[config.mk]
export PLATFORM = sky130hd
export DESIGN_NAME = cmp3_sort_sequencer
export DESIGN_NICKNAME = d
export VERILOG_FILES = /design/src/rtl/cmp3_sort_sequencer_pkg.sv /design/src/rtl/cmp3_sort_sequencer_cmp.sv /design/src/rtl/cmp3_sort_sequencer.sv
export SDC_FILE = /design/constraint.sdc
export NUM_CORES = 1
export LEC_CHECK = 0
export ABC_AREA = 1
export ABC_CLOCK_PERIOD_IN_PS = 3210
export CELL_PAD_IN_SITES_DETAIL_PLACEMENT = 1
export CELL_PAD_IN_SITES_GLOBAL_PLACEMENT = 1
export CORE_MARGIN = 10
export CORE_UTILIZATION = 40
export CTS_CLUSTER_DIAMETER = 120
export CTS_CLUSTER_SIZE = 25
export DETAILED_ROUTE_END_ITERATION = 8
export PLACE_DENSITY = 0.88
export SYNTH_ARGS = -nofsm -noshare
export SYNTH_HDL_FRONTEND = slang
export SYNTH_SLANG_ARGS = --single-unit
export TNS_END_PERCENT = 20
[constraint.sdc]
create_clock -name clk -period 3.21 [get_ports clk]
set_input_delay 0.321 -clock clk [delete_from_list [all_inputs] [get_ports clk]]
set_output_delay 0.321 -clock clk [all_outputs]
set_load 0.005 [all_outputs]
[src/rtl/cmp3_sort_sequencer_pkg.sv]
// Shared definitions for the block sort sequencer.
//   state_t    : sequencer phase (load block, sort in place, drain block)
//   cnt_width  : width of the compare/swap counters for a block of n words,
//                sized to hold the worst case of (n-1) passes of (n-1) compares
package cmp3_sort_sequencer_pkg;

  typedef enum logic [1:0] {
    ST_LOAD  = 2'd0,
    ST_SORT  = 2'd1,
    ST_DRAIN = 2'd2
  } state_t;

  function automatic int cnt_width(input int n);
    return $clog2((n - 1) * (n - 1) + 1);
  endfunction

endpackage

[src/rtl/cmp3_sort_sequencer_cmp.sv]
// Combinational magnitude comparator, the single arithmetic resource of the
// sort sequencer.
//   a, b : WIDTH-bit unsigned operands
//   gt   : a > b
//   eq   : a == b
//   lt   : a < b      (exactly one of gt/eq/lt is high)
module cmp_mag
  import cmp3_sort_sequencer_pkg::*;
#(
  parameter int WIDTH = 3
) (
  input  logic [WIDTH-1:0] a,
  input  logic [WIDTH-1:0] b,
  output logic             gt,
  output logic             eq,
  output logic             lt
);

  assign gt = (a > b);
  assign eq = (a == b);
  assign lt = (a < b);

endmodule

[src/rtl/cmp3_sort_sequencer.sv]
// Block bubble sorter built around one shared magnitude comparator.
// A block of N_ENTRIES words is loaded through a valid/ready input stream,
// sorted ascending in place (one compare per cycle, stopping after the first
// pass without a swap), then drained through a valid/ready output stream.
//   clk, rst              : clock, synchronous active-high reset
//   in_valid/in_ready     : input handshake, in_ready only while loading
//   in_data               : input word
//   out_valid/out_ready   : output handshake, out_valid only while draining
//   out_data, out_last    : sorted word, high with the final word of the block
//   busy                  : sort in progress
//   cmp_count, swap_count : compares/swaps of the last or current sort
module cmp3_sort_sequencer
  import cmp3_sort_sequencer_pkg::*;
#(
  parameter  int WIDTH     = 3,
  parameter  int N_ENTRIES = 4,
  localparam int CNT_W     = cnt_width(N_ENTRIES)
) (
  input  logic             clk,
  input  logic             rst,
  input  logic             in_valid,
  output logic             in_ready,
  input  logic [WIDTH-1:0] in_data,
  output logic             out_valid,
  input  logic             out_ready,
  output logic [WIDTH-1:0] out_data,
  output logic             out_last,
  output logic             busy,
  output logic [CNT_W-1:0] cmp_count,
  output logic [CNT_W-1:0] swap_count
);

  localparam int IDX_W = $clog2(N_ENTRIES);
  localparam logic [IDX_W-1:0] IDX_LAST = IDX_W'(N_ENTRIES - 1);
  localparam logic [IDX_W-1:0] IDX_PEN  = IDX_W'(N_ENTRIES - 2);

  state_t           state_reg, state_next;
  logic [WIDTH-1:0] entry_word [N_ENTRIES];
  logic [IDX_W-1:0] wr_idx_reg, rd_idx_reg, j_reg, pass_reg;
  logic             swap_seen_reg;
  logic [CNT_W-1:0] cmp_count_reg, swap_count_reg;
  logic [WIDTH-1:0] lo_word, hi_word;
  logic             gt, eq, lt, do_swap, sort_done;

  // Operand muxes feeding the single comparator: the adjacent pair at j.
  assign lo_word = entry_word[j_reg];
  assign hi_word = entry_word[j_reg + IDX_W'(1)];

  cmp_mag #(.WIDTH(WIDTH)) u_cmp (
    .a  (lo_word),
    .b  (hi_word),
    .gt (gt),
    .eq (eq),
    .lt (lt)
  );

  // eq and lt both keep the current order, which keeps the sort stable.
  assign do_swap = gt & ~(eq | lt);

  always_ff @(posedge clk) begin
    if (rst) state_reg <= ST_LOAD;
    else     state_reg <= state_next;
  end

  always_comb begin
    state_next = state_reg;
    in_ready   = 1'b0;
    out_valid  = 1'b0;
    busy       = 1'b0;
    sort_done  = 1'b0;
    case (state_reg)
      ST_LOAD: begin
        in_ready = 1'b1;
        if (in_valid && wr_idx_reg == IDX_LAST) state_next = ST_SORT;
      end
      ST_SORT: begin
        busy = 1'b1;
        // End of pass: stop if this pass was swap-free or the last pass ran.
        if (j_reg == IDX_PEN &&
            (!(swap_seen_reg || do_swap) || pass_reg == IDX_PEN)) begin
          sort_done  = 1'b1;
          state_next = ST_DRAIN;
        end
      end
      ST_DRAIN: begin
        out_valid = 1'b1;
        if (out_ready && rd_idx_reg == IDX_LAST) state_next = ST_LOAD;
      end
      default: state_next = ST_LOAD;
    endcase
  end

  assign out_data   = (state_reg == ST_DRAIN) ? entry_word[rd_idx_reg] : '0;
  assign out_last   = (state_reg == ST_DRAIN) && (rd_idx_reg == IDX_LAST);
  assign cmp_count  = cmp_count_reg;
  assign swap_count = swap_count_reg;

  // Block storage: each word is either written by the load stream or takes
  // its neighbour's value when the pair at j swaps.
  genvar gi;
  generate
    for (gi = 0; gi < N_ENTRIES; gi++) begin : g_entry
      logic [WIDTH-1:0] word_reg;
      always_ff @(posedge clk) begin
        if (rst) begin
          word_reg <= '0;
        end else if (state_reg == ST_LOAD && in_valid &&
                     wr_idx_reg == IDX_W'(gi)) begin
          word_reg <= in_data;
        end else if (state_reg == ST_SORT && do_swap) begin
          if (j_reg == IDX_W'(gi))                  word_reg <= hi_word;
          else if (j_reg + IDX_W'(1) == IDX_W'(gi)) word_reg <= lo_word;
        end
      end
      assign entry_word[gi] = word_reg;
    end
  endgenerate

  always_ff @(posedge clk) begin
    if (rst) begin
      wr_idx_reg     <= '0;
      rd_idx_reg     <= '0;
      j_reg          <= '0;
      pass_reg       <= '0;
      swap_seen_reg  <= 1'b0;
      cmp_count_reg  <= '0;
      swap_count_reg <= '0;
    end else begin
      case (state_reg)
        ST_LOAD: begin
          if (in_valid) begin
            if (wr_idx_reg == IDX_LAST) begin
              wr_idx_reg     <= '0;
              j_reg          <= '0;
              pass_reg       <= '0;
              swap_seen_reg  <= 1'b0;
              cmp_count_reg  <= '0;
              swap_count_reg <= '0;
            end else begin
              wr_idx_reg <= wr_idx_reg + IDX_W'(1);
            end
          end
        end
        ST_SORT: begin
          cmp_count_reg <= cmp_count_reg + CNT_W'(1);
          if (do_swap) swap_count_reg <= swap_count_reg + CNT_W'(1);
          if (j_reg == IDX_PEN) begin
            j_reg         <= '0;
            swap_seen_reg <= 1'b0;
            if (!sort_done) pass_reg <= pass_reg + IDX_W'(1);
          end else begin
            j_reg         <= j_reg + IDX_W'(1);
            swap_seen_reg <= swap_seen_reg | do_swap;
          end
        end
        ST_DRAIN: begin
          if (out_ready) begin
            if (rd_idx_reg == IDX_LAST) begin
              rd_idx_reg <= '0;
              wr_idx_reg <= '0;
            end else begin
              rd_idx_reg <= rd_idx_reg + IDX_W'(1);
            end
          end
        end
        default: ;
      endcase
    end
  end

endmodule

After elaboration in Yosys (flattened, before gate mapping)
Cells that the tools add are included.
W data, S select, Z words.
Cells by class
  add/sub/neg operators: 6
  $lt $le $gt $ge: 5
  eq/ne operators: 24
  multiplexer cells: 57
  bitwise operators: 7
  reduce and logical (&&, ||, !) cells: 37
Operator list (count)
  $mux W3: 23
  $mux W2: 13
  $bmux W3 S2: 3
  $eq A2 B2 Y1 const B: 9
  $pmux W4 S2: 2
  $ne A2 B2 Y1 const B: 7
  $mux W4: 3
  $pmux W2 S2: 3
  $reduce_bool A2 Y1: 6
  $reduce_bool A3 Y1: 4
  $logic_and A1 B1 Y1: 10
  $reduce_and A2 Y1: 5
  $ge A3 B3 Y1 const B: 3
  $not A2 Y3: 3
  $add A2 B1 Y2 const B: 4
  $add A4 B1 Y4 const B: 2
  $eq A2 B1 Y1 const B: 4
  $logic_not A2 Y1: 4
  $mux W1: 8
  $reduce_and A4 Y1: 2
  $ne A2 B1 Y1 const B: 3
  $pmux W2 S3: 1
  $reduce_and A3 Y1: 2
  $reduce_and A5 Y1: 1
  9 further kinds: 11
Word-level totals
  bits in registers: 31
  input port bits: 7
  output and inout port bits: 15
  word-level logic and storage cells: 148

Longest topological paths before layout
  depth after elaboration: 18
  mapped depth: 19
  gate-level depth less buffers: 18

Cells and area by module
A second synthesis with hierarchy kept.
Unflattened totals
  cell total of the unflattened synthesis: 395
  area total of the unflattened synthesis: 2351.0 µm²
Modules (own cells, without submodules)
  cmp3_sort_sequencer: times used 1, cells an instance 380, area each 2255.9 µm², seq. area each 620.6 µm²
  cmp_mag: times used 1, cells an instance 15, area each 95.1 µm², seq. area each 0.0 µm²

Worst setup path before layout
Ideal clock, no wire load.
  path type: flip-flop to flip-flop
  start: register j_reg[0]
  end: register g_entry[3].word_reg[1]
  library setup time: 128 ps
  arrival time: 2298 ps
  data required time: 3082 ps
  path slack: 784 ps
  cell stages (with the launch flop): 17
  buffers on the path: 1
  period minus slack after synthesis: 2426 ps
  cell sequence: dfxtp_1 inv_1 buf_2 ha_1 inv_1 nand3_1 nand2_1 inv_1 ha_1 nand3_1 nand3_4 nand2_2 nand2_2 nand2_1 nand2_1 nor2_1 nor2_1
Between the ends
  word-level cells in the longest chain between the ends: 12
  elaborated cells between the ends (all ways): 25
  those cells by class: 1 x add/sub; 2 x order compare; 3 x eq/ne; 10 x mux; 5 x bitwise; 4 x reduce/logical
Ends and longest elaborated chain
  from (decl): line cmp3_sort_sequencer.sv:39  | logic [IDX_W-1:0] wr_idx_reg, rd_idx_reg, j_reg, pass_reg;
  from (signal assigned): line cmp3_sort_sequencer.sv:152  | j_reg <= j_reg + IDX_W'(1);
  $add A2 B1 Y2: line cmp3_sort_sequencer.sv:47, cmp3_sort_sequencer.sv:112
  $not A2 Y3 (not written as such): line cmp3_sort_sequencer.sv:47  | assign hi_word = entry_word[j_reg + IDX_W'(1)];
  $bmux W3 S2: line cmp3_sort_sequencer.sv:47
  $mux W3 (not written as such) (2 in series): line cmp3_sort_sequencer.sv:47
  $lt A3 B3 Y1 or $eq A3 B3 Y1 (tied branches): line cmp3_sort_sequencer_cmp.sv:21, cmp3_sort_sequencer_cmp.sv:20
  $or A1 B1 Y1: line cmp3_sort_sequencer.sv:58  | assign do_swap = gt & ~(eq | lt);
  $not A1 Y1: line cmp3_sort_sequencer.sv:58
  $and A1 B1 Y1: line cmp3_sort_sequencer.sv:58
  $logic_and A1 B1 Y1: line cmp3_sort_sequencer.sv:110  | end else if (state_reg == ST_SORT && do_swap) begin
  $reduce_bool A2 Y1 (no line)
  $reduce_and A2 Y1 (no line)
  to (signal assigned): line cmp3_sort_sequencer.sv:109  | word_reg <= in_data;
  to (signal assigned): line cmp3_sort_sequencer.sv:111  | if (j_reg == IDX_W'(gi)) word_reg <= hi_word;
  to (signal assigned): line cmp3_sort_sequencer.sv:112  | else if (j_reg + IDX_W'(1) == IDX_W'(gi)) word_reg <= lo_word;
  to (decl): line cmp3_sort_sequencer.sv:103  | logic [WIDTH-1:0] word_reg;
Several ways; a longest one is shown, not always the timed one. The select of a mux whose other input is x is not followed.
A chain may end at the register's enable or synchronous reset.

Final worst setup path
  start: register j_reg[1]
  end: register g_entry[3].word_reg[1]
Same word-level chain as after synthesis.

==> flow_metrics.env <==
export IMPL_status="complete, no violations"
export IMPL_worst_ep_required_time_ns=3.39
export IMPL_ant_nets=0
export IMPL_postSynthCellCount=360
export IMPL_ios=22
export IMPL_worst_slew_pin_slew_ns=0.411
export IMPL_holdPathStages=1
export IMPL_io_buffer_count=21
export IMPL_netlist_top_cells_area="dfxtp_1 (28%), nand2_1 (21%), ha_1 (9.7%)"
export IMPL_period_minus_slack_ns=2.69
export IMPL_r2r_start="j_reg[1]$_SDFFE_PP0P_"
export IMPL_cts_sinks=31
export IMPL_cts_buffers=5
export IMPL_rr_worst_depth=15
export IMPL_antenna_cells=0
export IMPL_critPathMaxFanout=7
export IMPL_synth_seq_area_share_pct=28.4
export IMPL_mostFrequentLayoutCells="nand2_1 (121), nor2_1 (48), inv_1 (44), nand3_1 (37), dfxtp_1 (31)"
export IMPL_slew_headroom_pct=72.5
export IMPL_grt_setup_unrepaired="false"
export IMPL_p_leak_nw=1.21
export IMPL_crit_arrival_ns=2.87
export IMPL_finalCritPeriodShare_pct=83.8
export IMPL_ir_drop_uv=211
export IMPL_gp_congestion=0.871
export IMPL_tns_ns=0
export IMPL_drcViolationCount=0
export IMPL_drive_gt1_share_pct=5.44
export IMPL_row_count=26
export IMPL_core_um2=5200
export IMPL_grt_pass1_vias=2349
export IMPL_hold_class="flip-flop to flip-flop"
export IMPL_finalHoldViolCount=0
export IMPL_p_per_area_nw_per_um2=345
export IMPL_drv_slew=0
export IMPL_avgSynthCellArea_um2=6.08
export IMPL_initial_core_util_pct=42.0
export IMPL_fillCellCount=733
export IMPL_final_common_cell="nand2_1"
export IMPL_max_freq_ghz=0.372
export IMPL_num_vias=2317
export IMPL_grt_max_degree=17
export IMPL_root_buffer="clkbuf_8"
export IMPL_worstSetupEndpointType="flip-flop"
export IMPL_r2r_slack_ns=0.52
export IMPL_ys_ff_latch=31
export IMPL_via_per_inst=5.08
export IMPL_dp_hpwl_mm=5.52
export IMPL_synth_cell_types=21
export IMPL_cap_viol_max_count=0
export IMPL_fp_dieH_um=94.0
export IMPL_grt_total_usage_pct=16.2
export IMPL_grt_pass1_wl_mm=11.3
export IMPL_drt_pass1_iterations=4
export IMPL_insertion_delay_ns=0.29
export IMPL_cts_resized=0
export IMPL_start_kind="flip-flop"
export IMPL_holdPathEnd="cmp_count[3]$_SDFFE_PP0P_"
export IMPL_routed_wirelength_mm=6.92
export IMPL_syn_cell_area_um2=2190
export IMPL_ys_warn_count=0
export IMPL_cts_tree="yes"
export IMPL_r2r_end="g_entry[3].word_reg[1]$_SDFFE_PP0P_"
export IMPL_synth_largest_area_cell="dfxtp_1"
export IMPL_largest_register_ffs=12
export IMPL_hold_buffers=0
export IMPL_drt_wirelength_per_cell_um=15.2
export IMPL_die_area_um2=8830
export IMPL_hp_start="cmp_count[3]$_SDFFE_PP0P_"
export IMPL_cts_htree_levels=2
export IMPL_antenna_found_initial=0
export IMPL_synth_fp_nets=384
export IMPL_drt_initial_drc_count=123
export IMPL_syn2layout_area_growth_pct=17.6
export IMPL_finalSetupViolCount=0
export IMPL_fin_nets=410
export IMPL_worst_setup_path_type="flip-flop to flip-flop"
export IMPL_netlist_area_leader_share_pct=28.4
export IMPL_cts_clk_slew_worst_paths_ns=0.07
export IMPL_worst_hold_slack_ns=0.461
export IMPL_die_w_um=94.0
export IMPL_fin_skew_ns=0.00649
export IMPL_cts_path_max_buffers=2
export IMPL_cts_setup_buffers=0
export IMPL_grt_overflow=0
-- final cells by class --
cell class	instances	area, um^2	area share, %
inverter	44	165	6.42
timing repair buffer	24	233	9.04
clock inverter	1	5.00	0.194
multi-input combinational	280	1380	53.6
clock buffer	6	82.6	3.21
tap	70	87.6	3.40
sequential	31	621	24.1
-- kinds of logic (layout without fill, tap and decap cells) --
| kind of cell | after synthesis | count (layout) | share of synthesized area, % |
|---|---|---|---|
| AOI/OAI and AO/OA | 42 | 42 | 10.3 |
| buffers and inverters | 49 | 75 | 8.58 |
| adders and majority gates | 17 | 17 | 9.72 |
| DFF | 31 | 31 | 28.4 |
| and+or+nand+nor | 221 | 221 | 43.1 |
-- stage by stage --
step           power [mW]  cell area, um^2  worst slack, ns  utilization, %  instances
4_1_cts             0.898             2570            0.495            49.4        456
3_5_place_dp        0.581             2490            0.509            47.8        449
5_1_grt             0.937             2570            0.254            49.4        456
6_report            0.888             2570            0.520            49.4        456
2_1_floorplan       0.526             2190            0.784               -        360
3_3_place_gp        0.572             2490            0.620            47.8        449
-- how the worst max path moves through the flow --
stage                               start                                  end  slack, ns  depth (start not counted)
global route        j_reg[1]$_SDFFE_PP0P_  g_entry[3].word_reg[1]$_SDFFE_PP0P_       0.25                         15
global placement    j_reg[1]$_SDFFE_PP0P_  g_entry[3].word_reg[1]$_SDFFE_PP0P_       0.62                         15
CTS                 j_reg[1]$_SDFFE_PP0P_  g_entry[3].word_reg[1]$_SDFFE_PP0P_       0.49                         15
finish              j_reg[1]$_SDFFE_PP0P_  g_entry[3].word_reg[1]$_SDFFE_PP0P_       0.52                         15
floorplan           j_reg[0]$_SDFFE_PP0P_  g_entry[3].word_reg[1]$_SDFFE_PP0P_       0.78                         16
detailed placement  j_reg[1]$_SDFFE_PP0P_  g_entry[3].word_reg[1]$_SDFFE_PP0P_       0.51                         15
-- Yosys cell counts, drive strengths merged --
cell type and number:
nor3 4, o21a 1, nand2 126, buf 3, a21oi 22, inv 44
dfxtp 31, a31oi 1, o21ai 18, and3 1, nand3b 1, or2 1
nor2 49, ha 17, clkbuf 2, nand3 39
-- worst max-delay path, cell delays in order (launching register included) --
cell	delay [ns]
dfxtp_1	0.45
inv_1	0.18
ha_1	0.37
inv_1	0.09
nand3_1	0.08
nand2_1	0.16
ha_1	0.37
nand3_1	0.09
nand2_1	0.15
nand3_4	0.12
nand2_2	0.15
nand2_2	0.11
nand2_1	0.08
nand2_1	0.05
nor2_1	0.08
nor2_1	0.04
-- power by group --
group / switching, mW / total [mW] / internal, mW
logic: 0.106 / 0.161 / 0.0553
registers: 0.0150 / 0.411 / 0.396
clock network: 0.148 / 0.316 / 0.168
-- metal layers --
layer  vias to the layer above  global-route usage [%]  part of all wire [%]
met5                         -                       0                     0
met4                         0                    5.57                   1.3
met3                         8                    3.60                   4.7
met2                        40                    28.1                    50
met1                      1084                    19.0                    44
li1                       1185                       -                     -
Note: power is estimated with default switching activity, not from simulation.
